**src/rtl/rf_write_controller_pkg.sv**
```systemverilog
// Shared CPU definitions for the register-file writeback path.
package rf_write_controller_pkg;

  localparam int unsigned DATA_W   = 16;
  localparam int unsigned ADDR_W   = 2;
  localparam int unsigned NUM_REGS = 4;

  typedef struct packed {
    logic [ADDR_W-1:0] dest;
    logic [DATA_W-1:0] data;
  } wb_entry_t;

endpackage

```
**src/rtl/rf_write_controller_wb_fifo.sv**
```systemverilog
// In-order circular buffer of pending register writes, with a per-entry
// dest/valid view used by the hazard compare in the top level.
module wb_fifo #(
  parameter int unsigned DEPTH  = 4,
  parameter int unsigned DATA_W = 16,
  parameter int unsigned ADDR_W = 2
) (
  input  logic              clk,
  input  logic              reset,
  input  logic              push,
  input  logic [ADDR_W-1:0] push_dest,
  input  logic [DATA_W-1:0] push_data,
  input  logic              pop,
  output logic [ADDR_W-1:0] pop_dest,
  output logic [DATA_W-1:0] pop_data,
  output logic              full,
  output logic              empty,
  output logic [ADDR_W-1:0] ent_dest  [DEPTH],
  output logic              ent_valid [DEPTH]
);
  import rf_write_controller_pkg::*;

  localparam int unsigned PTR_W = $clog2(DEPTH);

  logic [PTR_W-1:0]  head_q, head_d;
  logic [PTR_W-1:0]  tail_q, tail_d;
  logic [PTR_W:0]    count_q, count_d;
  logic [ADDR_W-1:0] dest_q [DEPTH];
  logic [ADDR_W-1:0] dest_d [DEPTH];
  logic [DATA_W-1:0] data_q [DEPTH];
  logic [DATA_W-1:0] data_d [DEPTH];

  assign full     = (count_q == (PTR_W+1)'(DEPTH));
  assign empty    = (count_q == '0);
  assign pop_dest = dest_q[head_q];
  assign pop_data = data_q[head_q];

  // Next-state for pointers, count and storage; pointers wrap naturally at PTR_W bits.
  always_comb begin
    head_d  = head_q;
    tail_d  = tail_q;
    count_d = count_q;
    dest_d  = dest_q;
    data_d  = data_q;
    if (push) begin
      dest_d[tail_q] = push_dest;
      data_d[tail_q] = push_data;
      tail_d         = tail_q + 1'b1;
    end
    if (pop) begin
      head_d = head_q + 1'b1;
    end
    if (push && !pop) begin
      count_d = count_q + 1'b1;
    end else if (pop && !push) begin
      count_d = count_q - 1'b1;
    end
  end

  // Entry i is live when its distance from head is below count.
  always_comb begin
    for (int unsigned i = 0; i < DEPTH; i++) begin
      logic [PTR_W-1:0] offset;
      offset       = PTR_W'(i) - head_q;
      ent_dest[i]  = dest_q[i];
      ent_valid[i] = ({1'b0, offset} < count_q);
    end
  end

  // Pointer/count registers; storage is not cleared since validity derives from count.
  always_ff @(posedge clk) begin
    if (reset) begin
      head_q  <= '0;
      tail_q  <= '0;
      count_q <= '0;
    end else begin
      head_q  <= head_d;
      tail_q  <= tail_d;
      count_q <= count_d;
    end
  end

  // Entry storage.
  always_ff @(posedge clk) begin
    dest_q <= dest_d;
    data_q <= data_d;
  end

endmodule

```
**src/rtl/rf_write_controller.sv**
```systemverilog
// Writeback controller: queues results, drives the register-file write port
// at one write per cycle, and flags source operands with pending writes.
module rf_write_controller #(
  parameter int unsigned DEPTH  = 4,
  parameter int unsigned DATA_W = 16,
  parameter int unsigned ADDR_W = 2
) (
  input  logic              clk,
  input  logic              reset,
  input  logic              in_valid,
  output logic              in_ready,
  input  logic [ADDR_W-1:0] in_dest,
  input  logic [DATA_W-1:0] in_data,
  input  logic              wb_enable,
  input  logic [ADDR_W-1:0] rs1_addr,
  input  logic [ADDR_W-1:0] rs2_addr,
  output logic              busy1,
  output logic              busy2,
  output logic              rf_write,
  output logic [ADDR_W-1:0] rf_write_addr,
  output logic [DATA_W-1:0] rf_write_data,
  output logic              empty
);
  import rf_write_controller_pkg::*;

  logic              fifo_full, fifo_empty;
  logic              push, pop;
  logic [ADDR_W-1:0] pop_dest;
  logic [DATA_W-1:0] pop_data;
  logic [ADDR_W-1:0] ent_dest  [DEPTH];
  logic              ent_valid [DEPTH];

  logic              rf_write_q, rf_write_d;
  logic [ADDR_W-1:0] rf_write_addr_q, rf_write_addr_d;
  logic [DATA_W-1:0] rf_write_data_q, rf_write_data_d;

  assign in_ready = !fifo_full;
  assign push     = in_valid && in_ready;
  assign pop      = !fifo_empty && wb_enable;

  wb_fifo #(
    .DEPTH  (DEPTH),
    .DATA_W (DATA_W),
    .ADDR_W (ADDR_W)
  ) u_wb_fifo (
    .clk       (clk),
    .reset     (reset),
    .push      (push),
    .push_dest (in_dest),
    .push_data (in_data),
    .pop       (pop),
    .pop_dest  (pop_dest),
    .pop_data  (pop_data),
    .full      (fifo_full),
    .empty     (fifo_empty),
    .ent_dest  (ent_dest),
    .ent_valid (ent_valid)
  );

  // Output stage: load head entry on a pop, otherwise hold address/data and drop the strobe.
  always_comb begin
    rf_write_d      = pop;
    rf_write_addr_d = rf_write_addr_q;
    rf_write_data_d = rf_write_data_q;
    if (pop) begin
      rf_write_addr_d = pop_dest;
      rf_write_data_d = pop_data;
    end
  end

  // Output stage registers.
  always_ff @(posedge clk) begin
    if (reset) begin
      rf_write_q      <= 1'b0;
      rf_write_addr_q <= '0;
      rf_write_data_q <= '0;
    end else begin
      rf_write_q      <= rf_write_d;
      rf_write_addr_q <= rf_write_addr_d;
      rf_write_data_q <= rf_write_data_d;
    end
  end

  // Hazard flags: output stage still counts since the RF commits at the end of the cycle.
  always_comb begin
    busy1 = rf_write_q && (rf_write_addr_q == rs1_addr);
    busy2 = rf_write_q && (rf_write_addr_q == rs2_addr);
    for (int unsigned i = 0; i < DEPTH; i++) begin
      if (ent_valid[i] && (ent_dest[i] == rs1_addr)) busy1 = 1'b1;
      if (ent_valid[i] && (ent_dest[i] == rs2_addr)) busy2 = 1'b1;
    end
  end

  assign rf_write      = rf_write_q;
  assign rf_write_addr = rf_write_addr_q;
  assign rf_write_data = rf_write_data_q;
  assign empty         = fifo_empty && !rf_write_q;

endmodule

```
**config.mk**
```make
export PLATFORM = sky130hd
export DESIGN_NAME = rf_write_controller
export DESIGN_NICKNAME = d
export VERILOG_FILES = /design/src/rtl/rf_write_controller_pkg.sv /design/src/rtl/rf_write_controller_wb_fifo.sv /design/src/rtl/rf_write_controller.sv
export SDC_FILE = /design/constraint.sdc
export NUM_CORES = 1
export LEC_CHECK = 0
export BUFFER_PORTS_ARGS = -buffer_cell sky130_fd_sc_hd__buf_2
export CAP_MARGIN = 10
export CORE_MARGIN = 4
export CORE_UTILIZATION = 35
export CTS_BUF_LIST = sky130_fd_sc_hd__clkbuf_16
export CTS_CLUSTER_SIZE = 10
export DETAILED_ROUTE_END_ITERATION = 16
export SYNTH_ARGS = -nofsm -noshare
export SYNTH_HDL_FRONTEND = slang
export SYNTH_SLANG_ARGS = --single-unit
```
**constraint.sdc**
```tcl
create_clock -name clk -period 4.45 [get_ports clk]
set_clock_uncertainty 0.1 [all_clocks]
set_input_delay 0.89 -clock clk [delete_from_list [all_inputs] [get_ports clk]]
set_output_delay 0.89 -clock clk [all_outputs]
set_load 0.005 [all_outputs]
```
==> impl_metrics.toml, run 1 <==
[clock_tree]
root_buffer = "clkbuf_16"
h-tree-depth = 3
insertion_delay_ns = 0.33
clkTransAtPathRegs_ns = 0.06
cts_sinks = 98
cts.path.max_buffers = 2
ctsResizeCount = 0
cts_tree = "done"
cts_hold_buf = 0
cts_setup_buffers = 0
cts_made_buffers = 9

[routing]
vias = 2277
drc = 0
drt_iter0_drc = 109
ant_nets = 0
drtPass1Iterations = 4
drt-total-wl_mm = 7.809
wl_per_cell_um = 16.83
viasPerCell = 4.907

[yosys]
netlist_area_um2 = 4051
ys_seq_elements = 98
synth_cells = 271
seq_area_frac_synth = 0.6621
yosysTopAreaCell = "edfxtp_1"
synth_area_leaders = "edfxtp_1 (53%), dfxtp_1 (13%), mux4_2 (10%)"
yosysUniqueCellTypes = 31
yosysWarnings = 0
avgSynthCellArea_um2 = 14.95
syn_nets = 307
synth_top_area_share = 0.5337

[global_routing]
grt_pass1_wl_mm = 12.49
grt_max_degree = 27
grt_antenna_before_repair = 1
grt_overflow = 0
track_usage = 0.1245
grt_pass1_vias = 2373

[final_layout]
seq_area_um2 = 2683
syn_to_final_growth_pct = 16.21
final_net_count = 352
multi_input_area_um2 = 1245
final_layout_size_suffix_gt1_frac = 0.2617
fin_util = 0.4141
final_cells = 464
fill_cells = 1046
n_antenna_cell = 0

[setup_path]
worstPathMaxFanout = 13
worst_path_max_delay_cell = "dfxtp_1"
path_class = "reg2out"
arrival_ns = 2.40
reg2reg_setup_slack_ns = 1.66
regToRegEndpoint = "u_wb_fifo.count_q[2]"
path_cells = "buf_4 > xnor2_1 > inv_1 > ha_1 > a21oi_1 > o211ai_1 > nand4_1 > buf_2"
rr_startpoint = "u_wb_fifo.count_q[2]"
r2r_cells = 9
required_ns = 3.46
start_kind = "register"
max_stage_delay_ns = 0.73
endpoint_kind = "primary output"

[place]
gp_congestion = 0.7668
place_ws_ns = 1.330
post-dp-hpwl_mm = 5.045
numPlacedInstances = 448
io_buffers = 48

[sta]
fmax_mhz = 295.0
fin_crit_sh = 0.7617
slew_viol_final = 0
finalHoldViolCount = 0
worst_slack_ns = 1.061
setup_tns_ns = 0
layout_min_cycle_time_ns = 3.389
hold_slack_ns = 0.3544
grt_setup_unrepaired = "false"
setup_viol_count_final = 0
slew_headroom = 0.3151
tightest_slew_ns = 1.027

[min_path]
min-delay-start = "rf_write_data[1]"
min_delay_path_depth = 2
min_to = "rf_write_data[1]"
hold_path_class = "reg2reg"

[status]
outcome = "complete, no violations"

[power]
irDropWorstVdd_uv = 228.6
cellLeakagePower_nw = 1.667
power_density_nw_per_um2 = 576.7

[die]
core_area_um2 = 11370
dieArea_um2 = 13360
fp-row-count = 39
fp.dieH_um = 115.6
ios = 49
die_x_um = 115.6
initial_core_util = 0.3563

[job]
cap_violations = 0
## flip-flops by register name, summed over array words and instances (netlist names)
name                count
u_wb_fifo.tail_q        2
u_wb_fifo.count_q       3
rf_write                1
rf_write_addr           2
rf_write_data          16
u_wb_fifo.head_q        2
u_wb_fifo.data_q       64
u_wb_fifo.ent_dest      8
## cell families (layout without fill, tap and decap cells)
kind of cell / after synthesis / count (layout) / synth area share
muxes: 20 / 20 / 0.1050
DFF: 98 / 98 / 0.6621
AOI/OAI and AO/OA: 34 / 34 / 0.05250
adders and majority gates: 10 / 10 / 0.03274
and+or+nand+nor: 59 / 59 / 0.06084
buffers and inverters: 24 / 74 / 0.03057
xor gates and xnor gates: 26 / 26 / 0.05621
## placed cells by master (no fill, tap or decap), types with 6 or more instances in the layout
cell       synthesis  layout
xnor2_1           20      20
nand2_1           38      38
dfxtp_1           26      26
a21oi_1           22      22
inv_1              6       9
nor2_1            10      10
buf_2              6      48
mux4_2            18      18
edfxtp_1          72      72
ha_1               9       9
xor2_1             6       6
clkbuf_16          0       9
## worst max-delay path by stage
stage	start	end	slack [ns]
4_1_cts	u_wb_fifo.head_q[1]	busy1	1.05
6_report	u_wb_fifo.head_q[1]	busy1	1.06
2_1_floorplan	rs1_addr[1]	busy1	1.87
5_1_grt	u_wb_fifo.head_q[1]	busy2	0.91
3_3_place_gp	wb_enable	u_wb_fifo.count_q[2]	1.40
3_5_place_dp	wb_enable	u_wb_fifo.count_q[2]	1.33
## routing by layer
metal,GRT usage,wire length [um]
met1,0.1612,3648
met2,0.2060,3694
met3,0.02559,349
met4,0.04930,107
met5,0,10
## synth_stat cells
library cell / n
a21boi_0: 1
a21boi_4: 1
a21oi_1: 22
a32oi_1: 2
and2_1: 4
buf_1: 2
buf_2: 6
buf_6: 2
buf_8: 1
clkbuf_1: 6
dfxtp_1: 26
edfxtp_1: 72
fa_1: 1
ha_1: 9
inv_1: 6
inv_2: 1
mux2i_1: 2
mux4_2: 18
nand2_1: 38
nand2b_1: 1
nand3_1: 2
nand4_1: 2
nor2_1: 10
nor4_1: 1
o211ai_1: 4
o21ai_0: 1
o21bai_1: 2
o31a_1: 1
or3_1: 1
xnor2_1: 20
xor2_1: 6
## where the power goes
group / switching, mW / internal [mW] / total (mW) / leakage, nW
Clock: 0.318 / 0.488 / 0.806 / 0.160
Sequential: 0.0936 / 1.13 / 1.22 / 0.873
Combinational: 0.357 / 0.329 / 0.686 / 0.634
Total: 0.768 / 1.95 / 2.72 / 1.67
## final cells by class
class / instances / area share
Clock inverter: 7 / 0.01860
Sequential cell: 98 / 0.5698
Inverter: 7 / 0.005581
Tap cell: 143 / 0.03800
Multi-Input combinational cell: 149 / 0.2644
Timing Repair Buffer: 51 / 0.05581
Clock buffer: 9 / 0.04783
## worst max-delay path, delay by kind of cell (launching register included)
kind | cells | cell delay (ns)
AO/OA/AOI/OAI | 2 | 0.32
XOR/XNOR | 1 | 0.16
adder cells (fa/ha/maj) | 1 | 0.27
buffers and inverters | 3 | 0.49
flip-flops | 1 | 0.73
AND/OR/NAND/NOR | 1 | 0.11
## through the flow
step	power, mW	cell area [um^2]
final	2.715	4708
after floorplan	1.747	4051
after global routing	2.872	4708
after detailed placement	1.951	4395
after global placement	1.926	4395
after CTS	2.754	4708
No activity file was read; power rests on OpenSTA's default activity.
==> inputs of run 2 (changes only) <==
Settings changed: ABC_AREA set to 1.
Clock period 4.45 ns to 2.9 ns, I/O delays scaled along.
==> run 2 against run 1 <==
Effect of this change:
- design area rose by 6.4%
- cell count rose by 37%
- routed wire length rose by 21%
- sequential power rose by 53%
- global-route usage rose by 1.2 points
- via count rose by 32%
- first-iteration DRC count rose by 66%
- worst hold slack improved by 0.0090 ns
- largest power group unchanged
==> impl_metrics.toml, run 2 <==
[routing]
vias = 2998
highest_layer = "met4"
drt_iter0_drc = 181
drtPass1Iterations = 5
drt-total-wl_mm = 9.438
viasPerCell = 4.729
wl_met1_mm = 4.146
wl_met3_um = 406
wl_met2_mm = 4.782
drc = 0
wl_per_cell_um = 14.89
ant_nets = 0

[setup_path]
worstPathMaxFanout = 7
start_kind = "register"
arrival_ns = 1.93
endpoint_kind = "primary output"
path_class = "reg2out"
required_ns = 2.22
r2r_cells = 11

[final_layout]
final_cells = 634
final_net_count = 497
multi_input_area_um2 = 1324
final_cell_mix = "nand2_1 (77), edfxtp_1 (72), nand3_1 (57)"
layout_commonest_cell = "nand2_1"
syn_to_final_growth_pct = 15.73
top_register = "u_wb_fifo.data_q"
seq_area_um2 = 2684
largest_reg_flops = 64
fill_cells = 1174
final_layout_size_suffix_gt1_frac = 0.1781
n_antenna_cell = 0

[power]
irDropWorstVdd_uv = 320.5
cellLeakagePower_nw = 2.008
p_switching_mw = 1.495
clock_power_share = 0.268
seq_power_share = 0.423
power_density_nw_per_um2 = 883.9
intPower_mw = 2.932
pwr-share-comb = 0.309
p_sw_frac = 0.3376

[yosys]
ys_seq_elements = 98
synth_top_area_share = 0.4996
netlist_area_um2 = 4328
synthTopCellsByCount = "nand2_1 (77), edfxtp_1 (72), nand3_1 (57), inv_1 (44), dfxtp_1 (26)"
ys.flop_type = "edfxtp_1"
seq_area_frac_synth = 0.6198
yosys.cell_count.top_type = "nand2_1"
synth-async-reset-ratio = 0
syn_nets = 450
synth_edf_count = 72
synth_cells = 414
avgSynthCellArea_um2 = 10.45
yosysTopAreaCell = "edfxtp_1"
yosysUniqueCellTypes = 25
yosysWarnings = 0
synth_area_leaders = "edfxtp_1 (50%), dfxtp_1 (12%), nand2_1 (6.7%)"

[sta]
grt_setup_unrepaired = "false"
setup_tns_ns = 0
fmax_mhz = 382.8
layout_min_cycle_time_ns = 2.612
tightest_slew_ns = 0.5145
slew_headroom = 0.6570
slew_viol_final = 0
fin_crit_sh = 0.9008
finalHoldViolCount = 0
worst_slack_ns = 0.2878
setup_viol_count_final = 0

[die]
dieArea_um2 = 14210
ios = 49
core_area_um2 = 12060
fp.dieH_um = 119.2
initial_core_util = 0.3588
die_x_um = 119.2
fp-row-count = 40

[place]
io_buffers = 48
place_ws_ns = 0.6201
post-dp-hpwl_mm = 5.862
numPlacedInstances = 618
gp_congestion = 0.7586

[clock_tree]
ctsResizeCount = 0
insertion_delay_ns = 0.33
cts.path.max_buffers = 2
clkTransAtPathRegs_ns = 0.07
h-tree-depth = 3
cts_hold_buf = 0
cts_tree = "done"
root_buffer = "clkbuf_16"
cts_sinks = 98
cts_made_buffers = 9
cts_setup_buffers = 0

[global_routing]
grt_overflow = 0
track_usage = 0.1363
grt_pass1_wl_mm = 15.25
grt_pass1_vias = 2920
grt_max_degree = 42
grt_antenna_before_repair = 0

[min_path]
min_delay_path_depth = 1
hold_path_class = "in2reg"

[job]
cap_violations = 0

[status]
outcome = "complete, no violations"
## run 2: cell types whose count changed in the layout (fill, tap and decap cells not counted), sizes merged, moves of 5 or more
cell	change
nand3	+56
o21ai	+6
nor2	+9
xnor2	-15
buf	+7
a21oi	+5
nand2	+40
mux4	-18
inv	+39
nand4	+17
o21a	+18
## run 2: worst max-delay path: stages, from the launching register on
cell and delay [ns]:
dfxtp_1 0.46, nand2_1 0.12, nand2_1 0.11, inv_1 0.07
ha_1 0.27, inv_1 0.05, nor2_1 0.03, a21oi_1 0.18
nand2_1 0.07, nand2_1 0.06, nor2_1 0.04, nand2_1 0.05
buf_2 0.11
## run 2: layout make-up
class | instances | area share
Inverter | 47 | 0.03522
Clock inverter | 7 | 0.01474
Clock buffer | 9 | 0.04497
Multi-Input combinational cell | 247 | 0.2643
Tap cell | 168 | 0.04197
Sequential cell | 98 | 0.5358
Timing Repair Buffer | 58 | 0.06295
## run 2: through the flow
stage	util	hold WS, ns	total power, mW	cell area (um^2)
final	0.4152	0.3634	4.427	5009
after global placement	0.3904	0.4149	3.251	4708
after floorplan	-	0.3899	2.876	4328
after global routing	0.4152	0.3501	4.750	5009
after CTS	0.4151	0.3530	4.476	5007
after detailed placement	0.3904	0.4273	3.285	4708
## run 2: power by group through the flow
stage | logic (mW) | clock network [mW] | registers [mW]
floorplan | 0.996 | 0 | 1.88
global placement | 1.36 | 0 | 1.89
detailed placement | 1.39 | 0 | 1.90
CTS | 1.39 | 1.21 | 1.87
global route | 1.58 | 1.27 | 1.90
finish | 1.37 | 1.19 | 1.87
## run 2: per-layer routing
metal  up-vias  global-route usage
li1       1514                   -
met1      1405              0.1736
met2        73              0.2328
met3         6             0.01947
met4         0             0.05503
met5         -                   0
## run 2: final timing paths
check	startpoint	end	slack, ns
worst max-delay path	u_wb_fifo.head_q[0]	busy2	0.29
worst max register to register	u_wb_fifo.count_q[0]	u_wb_fifo.count_q[2]	0.62
worst min-delay path	in_data[9]	u_wb_fifo.data_q[41]	0.36
worst min register to register	rf_write_data[3]	rf_write_data[3]	0.44
## run 2: kinds of logic (layout without fill, tap and decap cells)
group,after synthesis,in the layout,synth area share
AOI/OAI and AO/OA,53,53,0.07401
xor gates and xnor gates,9,9,0.01821
adders and majority gates,10,10,0.03065
buffers and inverters,69,121,0.07430
DFF,98,98,0.6198
and+or+nand+nor,175,175,0.1830
==> inputs of run 3 (changes only) <==
Settings changed: CTS_BUF_LIST sky130_fd_sc_hd__clkbuf_16 to sky130_fd_sc_hd__clkbuf_8.
==> run 3 against run 2 <==
Effect of this change:
- combinational power about the same
- maximum frequency up 2.2%
- via count down 0.10%
- utilization down 0.83 points
- sequential cell count unchanged
- clock power down 25%
- setup slack better by 0.056 ns
- design area down 2.0%
- non-clock buffer count unchanged
- cell count unchanged
- global-route usage down 0.081 points
- critical path type unchanged
==> impl_metrics.toml, run 3 (synthesized netlist as in run 2, its figures left out) <==
[final_layout]
n_antenna_cell = 0
fin_util = 0.4070
largest_reg_flops = 64
fill_cells = 1179
top_register = "u_wb_fifo.data_q"
layout_commonest_cell = "nand2_1"
final_layout_size_suffix_gt1_frac = 0.1803
syn_to_final_growth_pct = 13.41
final_cell_mix = "nand2_1 (77), edfxtp_1 (72), nand3_1 (57)"
final_net_count = 497

[setup_path]
arrival_ns = 1.88
start_kind = "register"
endpoint_kind = "primary output"
required_ns = 2.22
critical_path.most_common_cell = "nand2_1"
max_stage_delay_ns = 0.40
worst_path_max_delay_cell = "dfxtp_2"
path_cells = "nand2_1 > nand2_1 > inv_1 > ha_1 > inv_1 > nor2_1 > a21oi_1 > nand2_1 > nand2_1 > nor2_1 > nand2_1 > buf_2"
worstPathMaxFanout = 7
path_class = "reg2out"

[sta]
fin_crit_sh = 0.8816
tightest_slew_ns = 0.5193
finalHoldViolCount = 0
setup_viol_count_final = 0
slew_headroom = 0.6538
grt_setup_unrepaired = "false"
layout_min_cycle_time_ns = 2.557
fmax_mhz = 391.2
slew_viol_final = 0
setup_tns_ns = 0

[clock_tree]
cts_setup_buffers = 0
root_buffer = "clkbuf_8"
clkTransAtPathRegs_ns = 0.10
cts_hold_buf = 0
h-tree-depth = 3
insertion_delay_ns = 0.36
cts_made_buffers = 9
cts_sinks = 98
cts_tree = "done"
cts.path.max_buffers = 2
ctsResizeCount = 0

[routing]
ant_nets = 0
viasPerCell = 4.724
drc = 0
vias = 2995
wl_per_cell_um = 14.76
drt_iter0_drc = 186
drt-total-wl_mm = 9.359
drtPass1Iterations = 4

[die]
fp.dieH_um = 119.2
fp-row-count = 40
ios = 49
initial_core_util = 0.3588
die_x_um = 119.2
core_area_um2 = 12060
dieArea_um2 = 14210

[power]
irDropWorstVdd_uv = 364.0
cellLeakagePower_nw = 1.963
power_density_nw_per_um2 = 840.1

[job]
cap_violations = 0

[min_path]
hold_path_class = "in2reg"

[global_routing]
track_usage = 0.1355
grt_pass1_vias = 2909
grt_pass1_wl_mm = 15.15
grt_antenna_before_repair = 0
grt_overflow = 0
grt_max_degree = 42

[place]
post-dp-hpwl_mm = 5.862
gp_congestion = 0.7586
io_buffers = 48

[status]
outcome = "complete, no violations"
==> run 3: cell types whose count changed in the layout (fill, tap and decap cells not counted) <==
cell and delta:
clkbuf_16 -9, dfxtp_2 +1, clkbuf_8 +9, dfxtp_1 -1
==> run 3: power breakdown <==
group	total [mW]	internal (mW)	switching, mW	leakage, nW
sequential	1.87	1.74	0.126	0.875
combinational	1.37	0.513	0.854	0.987
clock	0.887	0.405	0.482	0.100
total	4.12	2.66	1.46	1.96
==> run 3: metrics by stage <==
step | instance area, um^2 | hold WS (ns) | std cells | setup WS (ns) | power [mW]
after floorplan | 4328 | 0.3899 | 414 | 0.7778 | 2.876
after global placement | 4708 | 0.4149 | 618 | 0.6773 | 3.251
after detailed placement | 4708 | 0.4273 | 618 | 0.6201 | 3.285
after CTS | 4906 | 0.3178 | 634 | 0.2384 | 4.174
after global routing | 4908 | 0.3132 | 634 | 0.06567 | 4.446
final | 4908 | 0.3344 | 634 | 0.3434 | 4.124
==> run 3: per-layer routing <==
| metal | up-vias | wire (um) | track usage |
|---|---|---|---|
| li1 | 1507 | - | - |
| met1 | 1426 | 4311 | 0.1733 |
| met2 | 50 | 4575 | 0.2285 |
| met3 | 12 | 324 | 0.02089 |
| met4 | 0 | 148 | 0.05648 |
| met5 | - | 0 | 0 |
==> run 3: layout make-up <==
| class | count | area (um^2) | share of cell area |
|---|---|---|---|
| well taps | 168 | 210.2 | 0.04282 |
| clock buffers | 9 | 123.9 | 0.02524 |
| multi-input cells | 247 | 1324 | 0.2697 |
| inverters | 47 | 176.4 | 0.03594 |
| repair buffers | 58 | 315.3 | 0.06424 |
| clock inverters | 7 | 73.82 | 0.01504 |
| flip-flops and latches | 98 | 2685 | 0.5470 |
==> run 3: worst paths after layout <==
path,to,depth (start not counted),slack (ns),start
min reg2reg,rf_write_data[12],3,0.44,rf_write_data[12]
max,busy2,12,0.34,u_wb_fifo.head_q[0]
max reg2reg,u_wb_fifo.count_q[2],11,0.62,u_wb_fifo.count_q[0]
min,u_wb_fifo.ent_dest[6],1,0.33,in_dest[0]
==> run 3: worst max-delay path: cells and delay by family, from the launching register on <==
family	cells	cell delay, ns
buffers and inverters	3	0.23
DFF	1	0.40
AOI/OAI and AO/OA	1	0.18
and+or+nand+nor	7	0.45
adders and majority gates	1	0.27
